--- src/rtl/regfile_write_arbiter.sv ---
// Register-file write-port arbiter: WB stage first, then a held $k0 save, then queued UART bytes.
// Define REGARB_STARVE_EN to enable the FIFO-head starvation counter that drives stall_req.
module regfile_write_arbiter #(
  parameter int         UART_FIFO_DEPTH = 4,
  parameter logic [4:0] UART_REG0       = 5'd2,
  parameter logic [4:0] UART_REG1       = 5'd3,
  parameter logic [4:0] K0_REG          = 5'd26,
  parameter int         STARVE_LIMIT    = 16
) (
  input  logic                               clk,
  input  logic                               reset,
  input  logic                               wb_we,
  input  logic [4:0]                         wb_addr,
  input  logic [31:0]                        wb_data,
  input  logic                               exc_req,
  input  logic [31:0]                        exc_data,
  output logic                               exc_ack,
  input  logic                               uart_valid,
  input  logic                               uart_flag,
  input  logic [7:0]                         uart_data,
  output logic                               uart_ready,
  output logic                               rf_we,
  output logic [4:0]                         rf_addr,
  output logic [31:0]                        rf_data,
  output logic                               k0_pending,
  output logic [$clog2(UART_FIFO_DEPTH):0]   fifo_count,
  output logic                               stall_req
);

  localparam int PTR_W = $clog2(UART_FIFO_DEPTH);
  localparam int CNT_W = PTR_W + 1;

  logic              hold_valid_q, hold_valid_d;
  logic [31:0]       hold_data_q, hold_data_d;
  logic [PTR_W-1:0]  wr_ptr_q, wr_ptr_d;
  logic [PTR_W-1:0]  rd_ptr_q, rd_ptr_d;
  logic [CNT_W-1:0]  count_q, count_d;
  logic [8:0]        fifo_mem_q [UART_FIFO_DEPTH];

  logic       wb_busy;
  logic       fifo_empty;
  logic       fifo_full;
  logic       grant_k0;
  logic       pop;
  logic       push;
  logic [8:0] fifo_head;

  assign wb_busy    = wb_we && (wb_addr != 5'd0);
  assign fifo_empty = (count_q == '0);
  assign fifo_full  = (count_q == CNT_W'(UART_FIFO_DEPTH));
  assign fifo_head  = fifo_mem_q[rd_ptr_q];

  assign grant_k0 = !reset && !wb_busy && hold_valid_q;
  assign pop      = !reset && !wb_busy && !hold_valid_q && !fifo_empty;
  assign push     = !reset && uart_valid && !fifo_full;

  // A save may be accepted while the previous one is leaving through the port this cycle.
  assign exc_ack    = !reset && exc_req && (!hold_valid_q || grant_k0);
  assign k0_pending = exc_req || hold_valid_q;
  assign uart_ready = !fifo_full;
  assign fifo_count = count_q;

  always_comb begin
    rf_we   = 1'b0;
    rf_addr = '0;
    rf_data = '0;
    if (!reset) begin
      if (wb_busy) begin
        rf_we   = 1'b1;
        rf_addr = wb_addr;
        rf_data = wb_data;
      end else if (hold_valid_q) begin
        rf_we   = 1'b1;
        rf_addr = K0_REG;
        rf_data = hold_data_q;
      end else if (!fifo_empty) begin
        rf_we   = 1'b1;
        rf_addr = fifo_head[8] ? UART_REG1 : UART_REG0;
        rf_data = {24'h0, fifo_head[7:0]};
      end
    end
  end

  always_comb begin
    hold_valid_d = hold_valid_q;
    hold_data_d  = hold_data_q;
    if (exc_ack) begin
      hold_valid_d = 1'b1;
      hold_data_d  = exc_data;
    end else if (grant_k0) begin
      hold_valid_d = 1'b0;
    end
  end

  always_comb begin
    wr_ptr_d = wr_ptr_q;
    rd_ptr_d = rd_ptr_q;
    count_d  = count_q;
    if (push) wr_ptr_d = wr_ptr_q + PTR_W'(1);
    if (pop)  rd_ptr_d = rd_ptr_q + PTR_W'(1);
    case ({push, pop})
      2'b10:   count_d = count_q + CNT_W'(1);
      2'b01:   count_d = count_q - CNT_W'(1);
      default: count_d = count_q;
    endcase
  end

  always_ff @(posedge clk or posedge reset) begin
    if (reset) begin
      hold_valid_q <= 1'b0;
      hold_data_q  <= '0;
      wr_ptr_q     <= '0;
      rd_ptr_q     <= '0;
      count_q      <= '0;
    end else begin
      hold_valid_q <= hold_valid_d;
      hold_data_q  <= hold_data_d;
      wr_ptr_q     <= wr_ptr_d;
      rd_ptr_q     <= rd_ptr_d;
      count_q      <= count_d;
    end
  end

  // Storage needs no reset: occupancy and pointers define which entries are live.
  always_ff @(posedge clk) begin
    if (push) fifo_mem_q[wr_ptr_q] <= {uart_flag, uart_data};
  end

`ifdef REGARB_STARVE_EN
  localparam int AGE_W = $clog2(STARVE_LIMIT + 1);

  logic [AGE_W-1:0] age_q, age_d;

  always_comb begin
    age_d = age_q;
    if (fifo_empty || pop) begin
      age_d = '0;
    end else if (age_q != AGE_W'(STARVE_LIMIT)) begin
      age_d = age_q + AGE_W'(1);
    end
  end

  always_ff @(posedge clk or posedge reset) begin
    if (reset) age_q <= '0;
    else       age_q <= age_d;
  end

  assign stall_req = (age_q == AGE_W'(STARVE_LIMIT));
`else
  logic unused_starve_limit;
  assign unused_starve_limit = |STARVE_LIMIT;
  assign stall_req = 1'b0;
`endif

endmodule

--- config.mk ---
export PLATFORM = sky130hd
export DESIGN_NAME = regfile_write_arbiter
export DESIGN_NICKNAME = d
export VERILOG_FILES = /design/src/rtl/regfile_write_arbiter.sv
export SDC_FILE = /design/constraint.sdc
export NUM_CORES = 1
export LEC_CHECK = 0
export ABC_AREA = 1
export BUFFER_PORTS_ARGS = -buffer_cell sky130_fd_sc_hd__buf_2
export CORE_MARGIN = 2
export CORE_UTILIZATION = 57
export CTS_BUF_LIST = sky130_fd_sc_hd__clkbuf_4
export DETAILED_ROUTE_END_ITERATION = 16
export GPL_ROUTABILITY_DRIVEN = 0
export GPL_TIMING_DRIVEN = 0
export PLACE_DENSITY = 0.89
export SLEW_MARGIN = 20
export SYNTH_ARGS = -nofsm -noshare
export SYNTH_HDL_FRONTEND = slang
export SYNTH_SLANG_ARGS = --single-unit
--- constraint.sdc ---
create_clock -name clk -period 4.9 [get_ports clk]
set_input_delay 0.49 -clock clk [delete_from_list [all_inputs] [get_ports clk]]
set_output_delay 0.49 -clock clk [all_outputs]
set_load 0.02 [all_outputs]
Yosys cells after proc, flatten, opt, wreduce, memory -nomap -nowiden
Memory sizes are Yosys's and may differ from the RTL's.
Index checks and enable logic that the tools add are counted.
{"block": "totals", "out_inout_bits": 45, "elab_cells": 51, "register_bits": 40, "in_bits": 83, "mem_bits_rw": 36, "mem_count": 1}
{"block": "classes", "reduce_logical": 20, "mux": 18, "addsub": 4, "eq_ne": 3}
{"name": "fifo_mem_q", "depth": 4, "width": 9, "rd": 1, "rd_ports_with_merged_regs": 0, "wr": 1, "line_no": "38", "text": "logic [8:0] fifo_mem_q [UART_FIFO_DEPTH];"}
{"cell": "$mux W32", "n": 3}
{"cell": "$mux W5", "n": 3}
{"cell": "$logic_and A1 B1 Y1", "n": 9}
{"cell": "$mux W1", "n": 9}
{"cell": "$mux W8", "n": 1}
{"cell": "$pmux W3 S2", "n": 1}
{"cell": "$logic_not A1 Y1", "n": 5}
{"cell": "$reduce_bool A5 Y1", "n": 1}
{"cell": "$add A2 B1 Y2 const B", "n": 2}
{"cell": "$reduce_bool A2 Y1", "n": 2}
{"cell": "$add A3 B1 Y3 const B", "n": 1}
{"cell": "$eq A3 B3 Y1 const B", "n": 1}
{"cell": "$logic_not A3 Y1", "n": 1}
{"cell": "$sub A3 B1 Y3 const B", "n": 1}
{"cell": "$eq A2 B1 Y1 const B", "n": 1}
{"cell": "$eq A2 B2 Y1 const B", "n": 1}
{"cell": "$logic_or A1 B1 Y1", "n": 2}
{"cell": "$mux W2", "n": 1}

Logic depth before layout (Yosys ltp)
Gate-level depths: netlist of the first run.
{"block": "depth", "word_depth": 8, "depth_mapped": 12, "ltp_nobuf": 11}

Worst setup path before layout of the first run
Ideal clock, no wire load.
{"block": "synth_timing", "kind": "input-to-reg", "start": "in reset", "end": "reg count_q[2] (netlist: fifo_count[2])", "stages": 10, "t_required_ns": 4.769, "setup_slack_ns": 2.217, "arrival_ns": 2.552, "path_buffers": 1, "setup_time_ns": 0.131, "path_cell_list": "buf_2 inv_2 nand2_1 nor2_4 ha_1 inv_1 fa_1 a21oi_1 o21ai_0 xor2_1"}
{"block": "synth_between", "elab_chain_len": 6}
{"item": "start: declaration", "line_no": "11", "text": "input logic reset,"}
{"item": "$logic_not A1 Y1 (no source line) (*)"}
{"item": "$logic_and A1 B1 Y1 (*) (3 in a row)", "line_no": "54", "text": "assign pop = !reset && !wb_busy && !hold_valid_q && !fifo_empty;"}
{"item": "named net pop", "line_no": "44", "text": "logic pop;"}
{"item": "$eq A2 B1 Y1 / $eq A2 B2 Y1 (equally long branches)", "line_no": "101", "text": "case ({push, pop})"}
{"item": "$pmux W3 S2 / $reduce_bool A2 Y1 (equally long branches)"}
{"item": "end signal: assignment", "line_no": "120", "text": "count_q <= count_d;"}
{"item": "end: declaration", "line_no": "37", "text": "logic [CNT_W-1:0] count_q, count_d;"}
The timed path passes the listed nets; every way through them passes the cells marked *.
A chain may end at the register's enable or synchronous reset.

Worst setup path after layout of the first run
{"block": "layout_timing", "start": "in reset", "end": "out rf_data[3]"}
{"block": "layout_between", "elab_chain_len": 1}
{"item": "$mux W32", "line_no": "67", "text": "if (!reset) begin"}
{"item": "end: declaration", "line_no": "24", "text": "output logic [31:0] rf_data,"}
Every way passes these cells.

==> results by group, run 1 <==
Worst setup path
  • Worst Setup Path Type: in -> out
  • CP max stage cell: inv_2
  • Critical Path Start Type: primary input
  • Worst-path cell chain: buf_2 -> inv_2 -> nand2_1 -> nor2_4 -> o21ai_0 -> nand2_1 -> buf_2
  • Buf/Inv on CP: 3
  • CP required: 4.41 ns
  • Critical Path AT: ~2.4 ns
  • CP endpoint kind: output port
  • Worst path max stage delay: approximately 0.69 ns
  • Gate family responsible for the most delay along the worst path: buffers and inverters
  • Largest fanout of any net on the critical path: 48

Clock network
  • Clock Path Buffers: 2
  • Cts bufs inserted: 9
  • CTS Hold Bufs: 0
  • Setup repair bufs after CTS: 0
  • Clock Sinks: 76
  • # resized after CTS: 0
  • H-tree levels: 3
  • Clock-pin slew on the worst setup and hold paths: around 0.14 ns
  • Root Buffer: clkbuf_4
  • CTS tree: yes
  • Clk_lat worst skew: 0.43 ns

Power
  • Int Pwr: between 1 and 1.5 mW
  • Peak supply drop: 0.372 mV
  • Logic pwr share: 0.369
  • Clk network pwr share: 0.181
  • Pwr dens: 399 nW/um2
  • P_leak: 2.54 nW
  • Seq pwr share: 0.450
  • Total power: 1.91 mW
  • Switching fraction of total power: 0.406
  • Switching Power: slightly below 0.8 mW

GRT
  • Total grt overflow: 0
  • Gr usage total: 0.279
  • Vias in the first global route: 3577
  • Global-route wire length before repair: 16000 um
  • Initial antenna violation count: 0
  • Largest net degree at the start of global routing: 49

Synthesis
  • Synth Area in Adders: 0.0210
  • Syn nets: between 500 and 600
  • Yosys warning total: 0
  • #FFs+latches synth: 76
  • Compound-Gate Fraction of Synth Area: 0.0496
  • Sequential fraction of the synthesis area: 0.530
  • Post-synthesis mux area share: 0
  • Main combinational cell family by area after synthesis: simple AND/OR/NAND/NOR gates
  • Post-synthesis xor/xnor area fraction: 0.00891
  • Syn avg cell area: 8.12 um2
  • Cells after Synth: approximately 480
  • Netlist Area Pre-Place: 3930 um2
  • Simple-gate portion of the synthesized area: 0.305
  • Synth cell types: 24

STA
  • Maximum clock frequency: between 0.3 and 0.4 GHz
  • Fin. max-slew vios: 0
  • Worst-margin pin slew: 0.998 ns
  • Setup TNS: 0 ns
  • Minimum clock period: 2.85 ns
  • Final Hold Vio Count: 0
  • Final period util: 0.582
  • Slew headroom: 0.332
  • Clk_skew: 0.0162 ns
  • Unrepaired setup endpoints after global routing: no
  • Final setup vio count: 0

Drt
  • Final ANT Viol Nets: 0
  • WL/cell: 14.7 um
  • DR vias: 3817
  • DR DRC count: 0
  • Detailed Routing Iterations Pass 1: 5
  • Initial DRC Count: ~270
  • Post-Route WL: 10300 um
  • DR vias/cell: around 5.4

Floorplan
  • Die Y: 87.0 um
  • Die boundary width: 87.0 um
  • CORE AREA: 6720 um2
  • Initial Utilization: 0.585
  • Ports: 128
  • Std-Cell Rows: 30
  • Die area: 7580 um2

Placed design
  • Placed Area: around 4700 um2
  • Post-detail-place hpwl: 7550 um
  • Port bufs: 125

Cells and area
  • Most frequent cells in the layout: nand2_1 (165), buf_2 (136), nand3_1 (81)
  • Most common cell after layout, fill and taps aside: nand2_1
  • Final Util: 0.712
  • Final layout net count: 709
  • Antenna diodes: 0
  • Layout cells sized above 1: 0.274
  • Post-route cell area: 4780 um2
  • Area delta synth->final: 21.7%

Run
  • Max-cap violations: 0

Status
  • Status: finished, final reports clean

Min path
  • Tightest Hold Check Type: in -> reg
[through the flow]
stage / std cells / hold slack (ns) / worst slack (ns)
3_5_place_dp: 689 / 0.459 / 1.71
4_1_cts: 705 / 0.254 / 2.02
6_report: 705 / 0.267 / 2.05
2_1_floorplan: 484 / 0.443 / 2.22
5_1_grt: 705 / 0.262 / 1.84
3_3_place_gp: 689 / 0.454 / 1.81
[power by group through the flow]
| stage | logic, mW | clock network [mW] | registers, mW |
|---|---|---|---|
| 6_report | 0.705 | 0.346 | 0.858 |
| 5_1_grt | 0.783 | 0.374 | 0.871 |
| 4_1_cts | 0.699 | 0.348 | 0.856 |
| 3_5_place_dp | 0.695 | 0 | 0.869 |
| 3_3_place_gp | 0.656 | 0 | 0.862 |
| 2_1_floorplan | 0.470 | 0 | 0.867 |
[layout make-up]
cell class	instances	area, um2
buffer	29	171
clock buffer	9	67.6
clock inverter	7	58.8
fill	509	1940
inverter	43	164
multi-input combinational	336	1510
sequential	76	2080
tap	80	100
timing repair buffer	125	626
[synthesized netlist by cell type]
library cell	number	area share
a21oi_1	31	0.039
buf_2	11	0.014
buf_4	9	0.017
buf_6	2	0.0057
clkbuf_1	7	0.0067
conb_1	1	0.00095
dfrtp_1	40	0.25
edfxtp_1	36	0.27
fa_1	1	0.0051
ha_1	5	0.016
inv_1	40	0.038
inv_2	2	0.0019
inv_4	1	0.0016
nand2_1	165	0.16
nand2_2	2	0.0032
nand2_4	1	0.0029
nand3_1	81	0.10
nor2_1	35	0.033
nor2_2	1	0.0016
nor2_4	1	0.0029
o21ai_0	7	0.0089
o21ai_1	1	0.0013
xnor2_1	1	0.0022
xor2_1	3	0.0067
[path summary, 6_finish.rpt]
path                                 start                to  slack, ns  cells past startpoint
setup / recovery                     reset        rf_data[3]       2.05                      7
hold / removal                uart_data[2]  fifo_mem_q[1][2]       0.27                      1
setup reg to reg             fifo_count[0]     fifo_count[2]       2.33                     10
hold reg to reg            hold_data_q[12]   hold_data_q[12]       0.49                      2
max in group asynchronous            reset       wr_ptr_q[0]       3.99                      2
min in group asynchronous            reset   hold_data_q[27]       0.31                      2
[registers in the layout (all words and copies together) (netlist names)]
signal,flops
fifo_count,3
fifo_mem_q,36
hold_data_q,32
hold_valid_q,1
rd_ptr_q,2
wr_ptr_q,2
[cells by family (layout without fill, tap and decap cells)]
| kind of cell | Yosys count | count (layout) |
|---|---|---|
| XOR/XNOR | 4 | 4 |
| other | 1 | 1 |
| buffers and inverters | 72 | 213 |
| AO/OA/AOI/OAI | 39 | 39 |
| flip-flops | 76 | 76 |
| adder cells (fa/ha/maj) | 6 | 6 |
| AND/OR/NAND/NOR | 286 | 286 |
[routing by layer]
| metal | wire length (um) | track usage | up-vias |
|---|---|---|---|
| li1 | - | - | 1826 |
| met4 | 255 | 0.134 | 0 |
| met2 | 5180 | 0.466 | 200 |
| met5 | 0 | 0 | - |
| met1 | 4070 | 0.357 | 1766 |
| met3 | 826 | 0.0389 | 25 |
No activity file was read; power rests on OpenSTA's default activity.
==> inputs of run 2 (changes only) <==
Settings changed: CORE_UTILIZATION 57 to 48, PLACE_DENSITY 0.89 to 0.8.
Clock period 4.9 ns to 2.55 ns, I/O delays scaled along.
==> run 2 against run 1 <==
Global-route usage fell by 5.4 points. Largest power group unchanged. Register-to-register slack worse by 2.1 ns. Final cell count grew 3.8%. Design area rose by 2.1%. Clock power is 130% higher. Sequential cell count stayed put. Worst setup slack got worse by 1.9 ns.
==> results by group, run 2 (same netlist as run 1, synthesis figures left out) <==
Clock network
  • Clock Sinks: 76
  • Root Buffer: clkbuf_4
  • Clock-pin slew on the worst setup and hold paths: 0.12 ns
  • CTS tree: yes
  • Clk_lat worst skew: slightly above 0.4 ns
  • H-tree levels: 3
  • Cts bufs inserted: 9
  • Clock Path Buffers: 2

GRT
  • Total grt overflow: 0
  • Gr usage total: 0.224
  • Initial antenna violation count: 0
  • Vias in the first global route: 3361
  • Global-route wire length before repair: 15500 um
  • Largest net degree at the start of global routing: 49

STA
  • Clk_skew: 0.0117 ns
  • Maximum clock frequency: 0.421 GHz
  • Final setup vio count: 0
  • Worst-margin pin slew: 0.919 ns
  • Final period util: 0.931
  • Final hold slack: 0.0539 ns
  • Fin. max-slew vios: 0
  • Minimum clock period: 2.37 ns
  • Final Hold Vio Count: 0
  • Unrepaired setup endpoints after global routing: no
  • Setup TNS: 0 ns
  • Slew headroom: 0.385

Worst setup path
  • CP max stage cell: dlygate4sd3_1
  • Critical Path Start Type: primary input
  • CP endpoint kind: register
  • Buf/Inv on CP: 4
  • Gate family responsible for the most delay along the worst path: buffers and inverters
  • Reg-to-Reg End: fifo_count[2]
  • Largest fanout of any net on the critical path: 16
  • Launch point of the worst reg-to-reg path: fifo_count[0]
  • Worst path max stage delay: 0.53 ns
  • Critical path depth: 11
  • FF-to-FF setup slack: 0.26 ns
  • Critical Path AT: roughly 2.7 ns
  • Worst-path cell chain: dlygate4sd3_1 -> buf_2 -> inv_4 -> nand2_1 -> nor2_4 -> ha_1 -> inv_1 -> fa_1 -> a21oi_1 -> o21ai_0 -> xor2_1
  • Worst Setup Path Type: in -> reg
  • Worst r2r path cells: 10
  • CP required: 2.84 ns

Cells and area
  • Final layout net count: 711
  • Max FFs per register: 36
  • Post-route cell area: 4880 um2
  • Final Util: 0.604
  • Layout cells sized above 1: 0.274
  • Register with the most flip-flops: fifo_mem_q
  • Most common cell after layout, fill and taps aside: nand2_1
  • Most frequent cells in the layout: nand2_1 (165), buf_2 (136), nand3_1 (80)
  • Antenna diodes: 0
  • Area delta synth->final: 24.3%

Floorplan
  • Die boundary width: 94.5 um
  • Die area: 8930 um2
  • Ports: 128
  • Die Y: 94.5 um
  • Initial Utilization: 0.486
  • CORE AREA: 8090 um2
  • Std-Cell Rows: 33

Power
  • Total power: 3.80 mW
  • P_leak: 2.58 nW
  • Peak supply drop: between 0.4 and 0.5 mV
  • Pwr dens: around 780 nW/um2

Min path
  • Tightest Hold Check Type: in -> reg
  • Hold EP: fifo_mem_q[0][5]
  • HP Start: uart_data[5]
  • Hold Path Depth: 1

Run
  • Max-cap violations: 0

Drt
  • Initial DRC Count: 203
  • M1 wire length: 4440 um
  • Detailed Routing Iterations Pass 1: 5
  • WL/cell: between 10 and 15 um
  • Met3 WL: 641 um
  • DR DRC count: 0
  • DR vias/cell: roughly 5
  • DR vias: 3746
  • Metal2 WL: 4950 um
  • Post-Route WL: 10200 um
  • Final ANT Viol Nets: 0
  • Max Used Layer: met4

Placed design
  • Post-detail-place hpwl: between 7000 and 8000 um
  • Port bufs: 125
  • Placed Area: 4690 um2

Status
  • Status: finished, final reports clean
## run 2: cell types whose count changed in the layout (fill, tap and decap cells not counted), moves of 2 or more
| cell | before | now |
|---|---|---|
| clkinv_2 | 0 | 2 |
| bufinv_16 | 0 | 2 |
| clkinvlp_4 | 2 | 0 |
| inv_6 | 2 | 0 |
## run 2: worst max-delay path by stage
stage | start | endpoint | slack (ns)
6_report | reset | fifo_count[2] | 0.18
5_1_grt | reset | fifo_count[2] | 0.02
4_1_cts | reset | fifo_count[2] | 0.03
3_5_place_dp | reset | fifo_count[2] | -0.40
3_3_place_gp | reset | fifo_count[2] | -0.33
2_1_floorplan | reset | fifo_count[2] | 0.10
## run 2: routing by layer
layer / vias up / global-route usage
li1: 1831 / -
met1: 1765 / 0.304
met2: 134 / 0.371
met3: 16 / 0.0415
met4: 0 / 0.0652
met5: - / 0
## run 2: area by class of cell
class | count | area (um2)
Clock buffer | 9 | 67.6
Fill cell | 730 | 3210
Tap cell | 105 | 131
Buffer | 29 | 171
Multi-Input combinational cell | 336 | 1520
Inverter | 43 | 166
Clock inverter | 7 | 91.3
Sequential cell | 76 | 2080
Timing Repair Buffer | 127 | 656
## run 2: what timing repair did
action                                  in CTS  in global routing
hold endpoints to repair                     0                 33
endpoints found under the setup margin       0                 40
hold buffers                                 0                  2
setup buffers                                0                  0
resized for setup                            0                  3
## run 2: power breakdown
| group | switching, mW | internal [mW] |
|---|---|---|
| clock network | 0.417 | 0.395 |
| logic | 0.887 | 0.455 |
| registers | 0.129 | 1.52 |
## run 2: through the flow
step	instances	setup slack (ns)
6_report	732	0.176
5_1_grt	732	0.0240
4_1_cts	730	0.0289
3_5_place_dp	714	-0.402
3_3_place_gp	714	-0.328
2_1_floorplan	484	0.102
